===== src/rtl/ntt_perm_pkg.sv =====
// rtl/ntt_perm_pkg.sv - shared types and step programs for the NTT permutation sequencer
// Purpose: permutation select encodings, sequencer state type, default
//          forward/inverse step programs and a select legality helper.
// Program entry k occupies bits [4k+3:4k] = {run_dp, sel[2:0]}; step 0 is
// in the least significant nibble.
package ntt_perm_pkg;

  typedef enum logic [2:0] {
    PERM_ROT   = 3'd0,
    PERM_GRP17 = 3'd1,
    PERM_GRP5  = 3'd2,
    PERM_NONE  = 3'd3,
    PERM_RADER = 3'd4,
    PERM_CRT   = 3'd5,
    PERM_TRANS = 3'd6
  } perm_sel_e;

  typedef enum logic [2:0] {
    S_IDLE,
    S_SETUP,
    S_CAPTURE,
    S_DP_GO,
    S_DP_WAIT,
    S_FIN
  } seq_state_e;

  // Listed from step 4 (MSB) down to step 0 (LSB).
  localparam logic [19:0] NTT_FWD_PROG = {
    1'b0, PERM_ROT,
    1'b1, PERM_GRP5,
    1'b1, PERM_TRANS,
    1'b1, PERM_CRT,
    1'b0, PERM_RADER
  };

  localparam logic [19:0] NTT_INV_PROG = {
    1'b0, PERM_RADER,
    1'b1, PERM_CRT,
    1'b1, PERM_TRANS,
    1'b1, PERM_GRP5,
    1'b0, PERM_ROT
  };

  // 3 is the reserved slot and 7 has no network mapping.
  function automatic logic sel_is_legal(input logic [2:0] sel);
    return (sel != 3'd3) && (sel != 3'd7);
  endfunction

endpackage


===== src/rtl/ntt_perm_watchdog.sv =====
// rtl/ntt_perm_watchdog.sv - saturating cycle counter guarding the datapath wait
// Purpose: counts enabled cycles since the last clear; flags expiry at TIMEOUT-1.
// Ports:
//   i_clk      clock
//   i_rst      synchronous active-high reset
//   i_clear    synchronous clear, dominates enable
//   i_enable   count this cycle
//   o_expired  counter has reached TIMEOUT-1 (holds there)
module ntt_perm_watchdog #(
  parameter int TIMEOUT = 1024
) (
  input  logic i_clk,
  input  logic i_rst,
  input  logic i_clear,
  input  logic i_enable,
  output logic o_expired
);

  localparam int W = (TIMEOUT > 1) ? $clog2(TIMEOUT) : 1;

  logic [W-1:0] r_cnt;

  assign o_expired = (r_cnt == W'(TIMEOUT - 1));

  always_ff @(posedge i_clk) begin
    if (i_rst || i_clear) begin
      r_cnt <= '0;
    end else if (i_enable && !o_expired) begin
      r_cnt <= r_cnt + 1'b1;
    end
  end

endmodule


===== src/rtl/ntt_perm_sequencer.sv =====
// rtl/ntt_perm_sequencer.sv - steps the merged permutation network through the NTT schedule
// Purpose: for each program step, drives perm_select, pulses vec_we once the
//          network has settled, and optionally launches and waits on a datapath stage.
// Ports:
//   i_clk          clock
//   i_rst          synchronous active-high reset
//   i_start        begin a transform (only honoured when idle)
//   i_inverse      program select, sampled with i_start
//   i_dp_done      datapath stage finished (1-cycle pulse)
//   o_perm_select  permutation network select
//   o_vec_we       vector register capture strobe
//   o_dp_start     datapath stage launch pulse
//   o_busy         high whenever not idle
//   o_done         1-cycle pulse on successful completion
//   o_err          sticky: illegal select or datapath timeout
module ntt_perm_sequencer
  import ntt_perm_pkg::*;
#(
  parameter int                     NUM_STEPS = 5,
  parameter int                     PERM_LAT  = 2,
  parameter int                     TIMEOUT   = 1024,
  parameter logic [NUM_STEPS*4-1:0] FWD_PROG  = NTT_FWD_PROG,
  parameter logic [NUM_STEPS*4-1:0] INV_PROG  = NTT_INV_PROG
) (
  input  logic       i_clk,
  input  logic       i_rst,
  input  logic       i_start,
  input  logic       i_inverse,
  input  logic       i_dp_done,
  output logic [2:0] o_perm_select,
  output logic       o_vec_we,
  output logic       o_dp_start,
  output logic       o_busy,
  output logic       o_done,
  output logic       o_err
);

  localparam int SW       = (NUM_STEPS > 1) ? $clog2(NUM_STEPS) : 1;
  localparam int LW       = (PERM_LAT > 1) ? $clog2(PERM_LAT) : 1;
  localparam int LAT_LAST = (PERM_LAT > 1) ? PERM_LAT - 2 : 0;

  seq_state_e        r_state;
  logic [SW-1:0]     r_step;
  logic [LW-1:0]     r_lat_cnt;
  logic              r_inv;
  logic              r_err;

  seq_state_e        w_state_nx;
  logic [SW-1:0]     w_step_nx;
  logic [LW-1:0]     w_lat_nx;
  logic              w_inv_nx;
  logic              w_err_nx;
  logic              w_advance;
  logic              w_enter;
  logic              w_wd_clear;
  logic              w_wd_en;
  logic              w_wd_expired;

  logic [NUM_STEPS*4-1:0] w_prog;
  logic [NUM_STEPS*4-1:0] w_nx_prog;
  logic [3:0]             w_cur_entry;
  logic [SW-1:0]          w_nx_step;
  logic [2:0]             w_nx_sel;
  logic                   w_last_step;

  assign w_last_step = (r_step == SW'(NUM_STEPS - 1));
  assign w_prog      = r_inv ? INV_PROG : FWD_PROG;
  assign w_cur_entry = w_prog[4*r_step +: 4];

  // The step about to be entered: step 0 of the requested program when
  // starting, otherwise the successor of the current step. The last step has
  // no successor, so it wraps to 0 only to keep the index in range.
  assign w_nx_prog = (r_state == S_IDLE) ? (i_inverse ? INV_PROG : FWD_PROG) : w_prog;
  assign w_nx_step = ((r_state == S_IDLE) || w_last_step) ? '0 : r_step + 1'b1;
  assign w_nx_sel  = w_nx_prog[4*w_nx_step +: 3];

  assign o_busy = (r_state != S_IDLE);
  assign o_err  = r_err;

  ntt_perm_watchdog #(
    .TIMEOUT (TIMEOUT)
  ) u_watchdog (
    .i_clk     (i_clk),
    .i_rst     (i_rst),
    .i_clear   (w_wd_clear),
    .i_enable  (w_wd_en),
    .o_expired (w_wd_expired)
  );

  always_ff @(posedge i_clk) begin
    if (i_rst) begin
      r_state   <= S_IDLE;
      r_step    <= '0;
      r_lat_cnt <= '0;
      r_inv     <= 1'b0;
      r_err     <= 1'b0;
    end else begin
      r_state   <= w_state_nx;
      r_step    <= w_step_nx;
      r_lat_cnt <= w_lat_nx;
      r_inv     <= w_inv_nx;
      r_err     <= w_err_nx;
    end
  end

  always_comb begin
    w_state_nx    = r_state;
    w_step_nx     = r_step;
    w_lat_nx      = r_lat_cnt;
    w_inv_nx      = r_inv;
    w_err_nx      = r_err;
    w_advance     = 1'b0;
    w_enter       = 1'b0;
    w_wd_clear    = 1'b1;
    w_wd_en       = 1'b0;
    o_perm_select = 3'd0;
    o_vec_we      = 1'b0;
    o_dp_start    = 1'b0;
    o_done        = 1'b0;

    case (r_state)
      S_IDLE: begin
        if (i_start) begin
          w_inv_nx = i_inverse;
          w_err_nx = 1'b0;
          w_enter  = 1'b1;
        end
      end
      S_SETUP: begin
        o_perm_select = w_cur_entry[2:0];
        if (r_lat_cnt == LW'(LAT_LAST)) begin
          w_state_nx = S_CAPTURE;
        end else begin
          w_lat_nx = r_lat_cnt + 1'b1;
        end
      end
      S_CAPTURE: begin
        o_perm_select = w_cur_entry[2:0];
        o_vec_we      = 1'b1;
        if (w_cur_entry[3]) begin
          w_state_nx = S_DP_GO;
        end else begin
          w_advance = 1'b1;
        end
      end
      S_DP_GO: begin
        // Watchdog starts counting on the launch cycle, so expiry lands
        // exactly TIMEOUT cycles after dp_start.
        o_dp_start = 1'b1;
        w_wd_clear = 1'b0;
        w_wd_en    = 1'b1;
        w_state_nx = S_DP_WAIT;
      end
      S_DP_WAIT: begin
        w_wd_clear = 1'b0;
        w_wd_en    = 1'b1;
        // Completion wins over a coincident expiry.
        if (i_dp_done) begin
          w_advance = 1'b1;
        end else if (w_wd_expired) begin
          w_err_nx   = 1'b1;
          w_state_nx = S_IDLE;
        end
      end
      S_FIN: begin
        o_done     = 1'b1;
        w_state_nx = S_IDLE;
      end
      default: begin
        w_state_nx = S_IDLE;
      end
    endcase

    if (w_advance) begin
      if (w_last_step) begin
        w_state_nx = S_FIN;
      end else begin
        w_enter = 1'b1;
      end
    end

    // Legality is judged as a step is entered, so an illegal step never
    // drives the network or strobes vec_we, whatever PERM_LAT is.
    if (w_enter) begin
      w_step_nx = w_nx_step;
      w_lat_nx  = '0;
      if (!sel_is_legal(w_nx_sel)) begin
        w_err_nx   = 1'b1;
        w_state_nx = S_IDLE;
      end else begin
        w_state_nx = (PERM_LAT > 1) ? S_SETUP : S_CAPTURE;
      end
    end
  end

endmodule

===== config.mk =====
export PLATFORM = sky130hd
export DESIGN_NAME = ntt_perm_sequencer
export DESIGN_NICKNAME = d
export VERILOG_FILES = /design/src/rtl/ntt_perm_pkg.sv /design/src/rtl/ntt_perm_watchdog.sv /design/src/rtl/ntt_perm_sequencer.sv
export SDC_FILE = /design/constraint.sdc
export NUM_CORES = 1
export LEC_CHECK = 0
export ABC_AREA = 1
export BUFFER_PORTS_ARGS = -buffer_cell sky130_fd_sc_hd__buf_2
export CORE_MARGIN = 2
export CORE_UTILIZATION = 60
export CTS_BUF_LIST = sky130_fd_sc_hd__clkbuf_8
export DETAILED_ROUTE_END_ITERATION = 8
export PLACE_DENSITY = 0.81
export SLEW_MARGIN = 25
export SYNTH_ARGS = -nofsm -noshare
export SYNTH_HDL_FRONTEND = slang
export SYNTH_SLANG_ARGS = --single-unit

===== constraint.sdc =====
create_clock -name i_clk -period 3.3 [get_ports i_clk]
set_input_delay 0.33 -clock i_clk [delete_from_list [all_inputs] [get_ports i_clk]]
set_output_delay 0.33 -clock i_clk [all_outputs]
set_load 0.03 [all_outputs]

Yosys cells after proc, flatten, opt, wreduce, memory -nomap -nowiden
Index checks and enable logic that the tools add are counted.

$add $sub $neg: 3. Equal/unequal tests: 9. Shift-type cells: 2. Multiplexer cells: 33. Reductions and logical operators: 11.

Operators by type and width (number): two-way mux 19 bit (3); two-way mux 3 bit (9); variable part select 20 x 6 -> 3 bit (1); variable part select 20 x 6 -> 4 bit (1); two-way mux 1 bit (18); one-hot mux 3 bit (5 select lines) (1); adder 10 x 1 -> 10 bit (second input constant) (1); equality test 10 bit (second input constant) (1); equality test 3 bit (second input constant) (3); equality test 3 x 2 -> 1 bit (second input constant) (2); OR reduction 2 bit (3); one-hot mux 1 bit (2 select lines) (2); adder 3 x 1 -> 3 bit (second input constant) (1); equality test 3 x 1 -> 1 bit (second input constant) (1); zero test 3 bit (1); inequality test 3 x 2 -> 1 bit (second input constant) (1); inequality test 3 bit (second input constant) (1); nonzero test 3 bit (1); logical AND 1 bit (2); logical OR 1 bit (2); AND reduction 2 bit (1); adder 1 bit (second input constant) (1); zero test 1 bit (1).

Register bits after elaboration: 19. Bits of input ports: 5. Output and inout bits: 8. Logic and storage cells: 64.

Depth between registers and ports, before layout
Gate-level depths: netlist of the first run.

Depth in word-level cells: 8. Gate-level depth with buffers: 10. Mapped depth without buffers: 10.

By module
A second synthesis of the first run with hierarchy kept.

Cells, all modules: 177. Area, all modules: 1164.9 µm².

Modules (own cells, without submodules): ntt_perm_watchdog (instances 1, cells an instance 95, area an instance 609.3 µm², seq. area each 200.2 µm²); ntt_perm_sequencer (instances 1, cells an instance 82, area an instance 555.5 µm², seq. area each 160.2 µm²).

Worst setup path before layout of the first run
Ideal clock, no wire load.

Kind: register to output. Start point: reg r_state[0]. End point: out o_perm_select[0]. Data arrival time: 1696 ps. Required time: 2970 ps. Setup slack: 1274 ps. Cell stages (with the launch flop): 5. Buffers on the path: 0. Cell sequence: dfxtp_1 -> nand2_1 -> o21ai_0 -> inv_1 -> nor4_1.

Word-level cells in the longest chain between the ends: 3. Elaborated cells on any way between the ends: 4. Those cells by class: eq/ne (2); mux (1); reduce/logical (1).

RTL lines: start, declared (line ntt_perm_sequencer.sv:42) `seq_state_e r_state;`; start signal, assigned (line ntt_perm_sequencer.sv:98) `r_state <= w_state_nx;`; equality test 3 x 2 -> 1 bit / equality test 3 x 1 -> 1 bit (equally long branches) (line ntt_perm_sequencer.sv:121) `case (r_state)`; OR reduction 2 bit (no source line) (*); two-way mux 3 bit (*) (line ntt_perm_sequencer.sv:121); end, declared (line ntt_perm_sequencer.sv:30) `output logic [2:0] o_perm_select,`.

Every way passes the cells marked *; elsewhere a longest branch is shown, timed or not.

Worst setup path after layout of the first run
Ends and elaborated chain as after synthesis.

==> impl_metrics.toml, run 1 <==
[worst_setup_path]
arrival_ns = 1.59
required_ns = 2.97
max_stage_delay_ns = 0.46
worstPathMaxFanout = 4
slowest_stage = "dfxtp_1"
crit_buf_inv = 2
endpoint_kind = "primary output"
crit_chain = "nand2_1 > o21ai_0 > inv_1 > nor4_1 > buf_2"
critPathTopFamily = "flip-flops"
worstSetupPathType = "register to primary output"
critPathLaunchType = "register"

[placed_design]
placed_area_sq_um = 1280
dp_hpwl_um = 1890
port_buffers = 12
gp_congestion = 0.833

[synthesis]
synthesis.nets = 182
synth_area_leaders = "dfxtp_1, nand2_1, inv_1"
synth-async-reset-ratio_pct = 0
yosys.area.top_type = "dfxtp_1"
synth_flop_cell = "dfxtp_1"
syn_avg_cell_area_sq_um = 6.86
synth_top_cells_by_count = "nand2_1, inv_1, dfxtp_1"
ys_types = 22
yosysMostFrequentCell = "nand2_1"
ys_seq_area_share_pct = 30.3
yosysWarnings = 0
ys_ff_latch = 18
yosysTopAreaCellShare_pct = 30.3
synth_edf_count = 0
netlist_instances = 173
mappedNetlistArea_sq_um = 1190

[clock_network]
insertion_delay_ns = 0.25
cts_buffer_depth = 2
post_cts_resized = 0
ctsHoldBuffers = 0
cts_tree = "built"
cts_setup_buffers = 0
cts-buffers-inserted = 3
h-tree-depth = 1
cts_sinks = 18
clk_pin_slew_worst_paths_ns = 0.07
cts-root-buf = "clkbuf_8"

[sta]
max_freq_mhz = 521
setup-tns-final_ns = 0
timing.final.crit_share_pct = 58.2
fin_worst_skew_ns = 0.00187
period_needed_ns = 1.92
setup_viol = 0
finalHoldViolCount = 0
slew_headroom_pct = 80.5
slew_viol_final = 0
rsz0062_at_grt = "no"
tightestPinTransition_ns = 0.292

[min_path]
hold_class = "primary input to register"

[layout]
final.fill_count = 170
area.growth.synth_to_final_pct = 12.5
design_area_sq_um = 1340
multi_input_area_sq_um = 713
drive_gt1_share_pct = 20.1
diodes = 0
fin_nets = 199
regArea_sq_um = 360

[pwr]
power.density_nw_per_um2 = 361
p_total_uw = 482
leakagePower_nw = 0.589
p_clk_share_pct = 37.3
p_sw_share_pct = 27.3
p_int_uw = 351
p_seq_share_pct = 47.8
ir_worst_vdd_v = 0.000306
comb_power_share_pct = 14.9
power.switching_uw = 132

[grt]
grt_max_degree = 11
track_usage_pct = 22.1
grt_first_pass_wirelength_um = 4180
antenna_found_initial = 0
grt_pass1_vias = 1061
grt_overflow = 0

[route]
drc = 0
ant_nets = 0
wirelength_um = 2380
wl_per_cell_um = 11.0
viasPerCell = 5.27
dr.pass1.iters = 4
drtIter0Drc = 26
num_vias = 1138

[floorplan]
start_util_pct = 61.8
core_sq_um = 1920
die_h_um = 48.5
fp-row-count = 16
die_x_um = 48.5
die-area_sq_um = 2350
ios = 13

[run_status]
outcome = "finished, final reports clean"

[job]
drv_cap = 0
==> state kept, by name, indices dropped and copies added, names as in the netlist <==
signal / cells
o_err: 1
r_inv: 1
r_state: 3
r_step: 3
u_watchdog.r_cnt: 10
==> power by group through the flow <==
stage | combinational, mW | sequential [mW] | clock [mW]
floorplan | 0.0541 | 0.234 | 0
global placement | 0.0692 | 0.235 | 0
detailed placement | 0.0716 | 0.236 | 0
CTS | 0.0719 | 0.230 | 0.185
global route | 0.0789 | 0.231 | 0.193
finish | 0.0717 | 0.231 | 0.180
==> cells by family (layout without fill, tap and decap cells) <==
logic type / after synthesis / in the layout / synth area share [%]
AO/OA/AOI/OAI: 25 / 25 / 12.1
XOR/XNOR: 3 / 3 / 2.21
adder cells (fa/ha/maj): 4 / 4 / 4.22
buffers and inverters: 29 / 45 / 9.59
flip-flops: 18 / 18 / 30.3
AND/OR/NAND/NOR: 94 / 94 / 41.5
==> through the flow <==
step           hold slack [ns]  setup slack (ns)  instances  utilization [%]
3_3_place_gp             0.447              1.74        212             66.7
6_report                 0.300              1.38        216             69.5
4_1_cts                  0.297              1.37        216             69.5
2_1_floorplan            0.392              1.27        173                -
3_5_place_dp             0.477              1.66        212             66.7
5_1_grt                  0.309              1.23        216             69.5
==> layer usage <==
metal | global-route usage [%] | vias to the layer above | share of wire, %
li1 | - | 588 | -
met1 | 23.7 | 521 | 41
met2 | 41.7 | 25 | 54
met3 | 3.40 | 4 | 3.4
met4 | 11.0 | 0 | 1.2
met5 | 0 | - | 0
==> layout by cell type, fill, tap and decap left out <==
cell and instances:
clkbuf_8 4, o21ai_0 6, nand2_1 41, dfxtp_1 18, a21oi_4 1, nand2_2 3
buf_2 12, inv_6 1, nor2_4 3, nand3_1 13, xor2_1 2, xnor2_1 1
nor4_1 1, o21ai_1 2, inv_2 2, ha_1 4, inv_1 26, a21oi_2 2
a21oi_1 14, nand4_1 6, nand3_4 1, nor2_1 17, nand2_4 5, nand3_2 4
==> layout make-up <==
cell class	instances	area share [%]
Multi-Input combinational cell	126	53.4
Clock buffer	4	4.12
Sequential cell	18	27.0
Timing Repair Buffer	12	4.49
Tap cell	27	2.53
Inverter	29	8.52
==> path summary, 6_finish.rpt <==
check	to	depth (start not counted)	slack, ns	startpoint
hold / removal	r_step[0]	2	0.30	i_rst
hold reg to reg	u_watchdog.r_cnt[3]	2	0.48	u_watchdog.r_cnt[3]
setup reg to reg	u_watchdog.r_cnt[7]	10	1.69	u_watchdog.r_cnt[0]
setup / recovery	o_perm_select[0]	5	1.38	r_state[0]
Note: power is estimated with default switching activity, not from simulation.
==> inputs of run 2 (changes only) <==
Settings changed: CORE_UTILIZATION 60 to 54, PLACE_DENSITY 0.81 to 0.77.
Clock period 3.3 ns to 1.6 ns, I/O delays scaled along.
==> impl_metrics.toml, run 2 (synthesis gave the netlist of run 1 again) <==
[run_status]
outcome = "finished, final reports clean"

[pwr]
power.density_nw_per_um2 = 689
ir_worst_vdd_v = 0.000596
leakagePower_nw = 0.600

[sta]
period_needed_ns = 1.51
holdWs_ns = 0.129
setup_viol = 0
slew_viol_final = 0
slew_headroom_pct = 81.2
setup-tns-final_ns = 0
fin_worst_skew_ns = 0.000622
timing.final.crit_share_pct = 94.4
max_freq_mhz = 662
tightestPinTransition_ns = 0.282
finalHoldViolCount = 0

[worst_setup_path]
worstPathMaxFanout = 5
worstSetupPathDepth = 6
reg2reg_slack_ns = 0.15
rr_endpoint = "r_step[1]"
rr_startpoint = "r_step[0]"
required_ns = 1.44
endpoint_kind = "primary output"
max_stage_delay_ns = 0.38
crit_buf_inv = 2
reg2reg_depth = 10
worstSetupPathType = "register to primary output"
crit_chain = "nor2_4 > nand2_2 > o21ai_2 > inv_1 > nor4_2 > buf_4"
slowest_stage = "dfxtp_2"
critPathLaunchType = "register"
arrival_ns = 1.35
startpoint = "r_state[2]"
critPathTopFamily = "flip-flops"
crit_end = "o_perm_select[0]"

[grt]
track_usage_pct = 20.5
grt_first_pass_wirelength_um = 4040
grt_pass1_vias = 1002
antenna_found_initial = 0
grt_overflow = 0
grt_max_degree = 10

[layout]
design_area_sq_um = 1370
max_flop_register = "u_watchdog.r_cnt"
final_cell_mix = "nand2_1, inv_1, nor2_1"
fin_nets = 201
layout_commonest_cell = "nand2_1"
utilization_pct = 67.9
largest_reg_flops = 10
final.fill_count = 186
drive_gt1_share_pct = 25.8
area.growth.synth_to_final_pct = 15.6
reg_top3 = "u_watchdog.r_cnt (10), r_state (3), r_step (3)"
diodes = 0

[placed_design]
dp_hpwl_um = 1910
placed_area_sq_um = 1300
gp_congestion = 0.865
port_buffers = 12

[clock_network]
cts-buffers-inserted = 3
h-tree-depth = 1
insertion_delay_ns = 0.25
ctsHoldBuffers = 0
cts_tree = "built"
cts-root-buf = "clkbuf_8"
cts_sinks = 18
cts_setup_buffers = 0
cts_buffer_depth = 2
clk_pin_slew_worst_paths_ns = 0.06

[route]
ant_nets = 0
num_vias = 1131
met2WireLength_um = 1220
wl_met3_um = 67
wl_met1_um = 1070
dr.pass1.iters = 4
top_layer_used = "met4"
drtIter0Drc = 16
viasPerCell = 5.21
drc = 0
wirelength_um = 2420
wl_per_cell_um = 11.1

[floorplan]
die_x_um = 50.9
die-area_sq_um = 2590
ios = 13
start_util_pct = 58.7
die_h_um = 50.9
core_sq_um = 2020
fp-row-count = 16

[job]
drv_cap = 0

[min_path]
hold_class = "primary input to register"
-- run 2: report_power, final --
group          total (mW)  switching, mW  internal, mW
registers           0.479         0.0197         0.460
clock network       0.311          0.143         0.167
logic               0.155          0.105        0.0501
-- run 2: area by class of cell --
cell class | count | area, sq um | area share [%]
tap | 27 | 33.8 | 2.46
clock buffer | 3 | 41.3 | 3.01
sequential | 18 | 369 | 26.9
timing repair buffer | 14 | 77.6 | 5.65
inverter | 29 | 114 | 8.30
multi-input combinational | 126 | 737 | 53.7
-- run 2: per-layer routing --
metal | up-vias | global-route usage, %
li1 | 593 | -
met1 | 512 | 24.3
met2 | 19 | 36.6
met3 | 7 | 2.92
met4 | 0 | 9.46
met5 | - | 0
-- run 2: through the flow --
| stage | instances | power, mW | worst slack [ns] |
|---|---|---|---|
| 2_1_floorplan | 173 | 0.595 | 0.0916 |
| 3_3_place_gp | 214 | 0.630 | 0.123 |
| 3_5_place_dp | 214 | 0.635 | 0.106 |
| 4_1_cts | 217 | 0.952 | 0.0125 |
| 5_1_grt | 217 | 0.990 | -0.0131 |
| 6_report | 217 | 0.945 | 0.0903 |
-- run 2: worst min path at each step --
stage | from | endpoint | slack, ns | cells past startpoint
6_report | i_rst | r_step[0] | 0.13 | 2
5_1_grt | i_rst | r_step[0] | 0.14 | 2
4_1_cts | i_rst | r_step[0] | 0.14 | 2
3_5_place_dp | i_rst | r_step[0] | 0.41 | 2
3_3_place_gp | i_rst | r_step[0] | 0.40 | 2
2_1_floorplan | i_rst | r_step[0] | 0.22 | 1
-- run 2: timing repair --
item / in CTS / in global routing
hold endpoints to repair: 0 / 0
resized for setup: 6 / 7
setup endpoints to repair: 3 / 8
gates cloned: 0 / 0
-- run 2: worst reg2reg max path, stage by stage (launching register included) --
cell	delay, ns
dfxtp_2	0.41
inv_1	0.11
ha_1	0.20
inv_1	0.05
nand2_1	0.05
nand3_1	0.11
nand2_2	0.10
nand2_4	0.10
nand2_4	0.07
nand3_1	0.08
o21ai_1	0.07
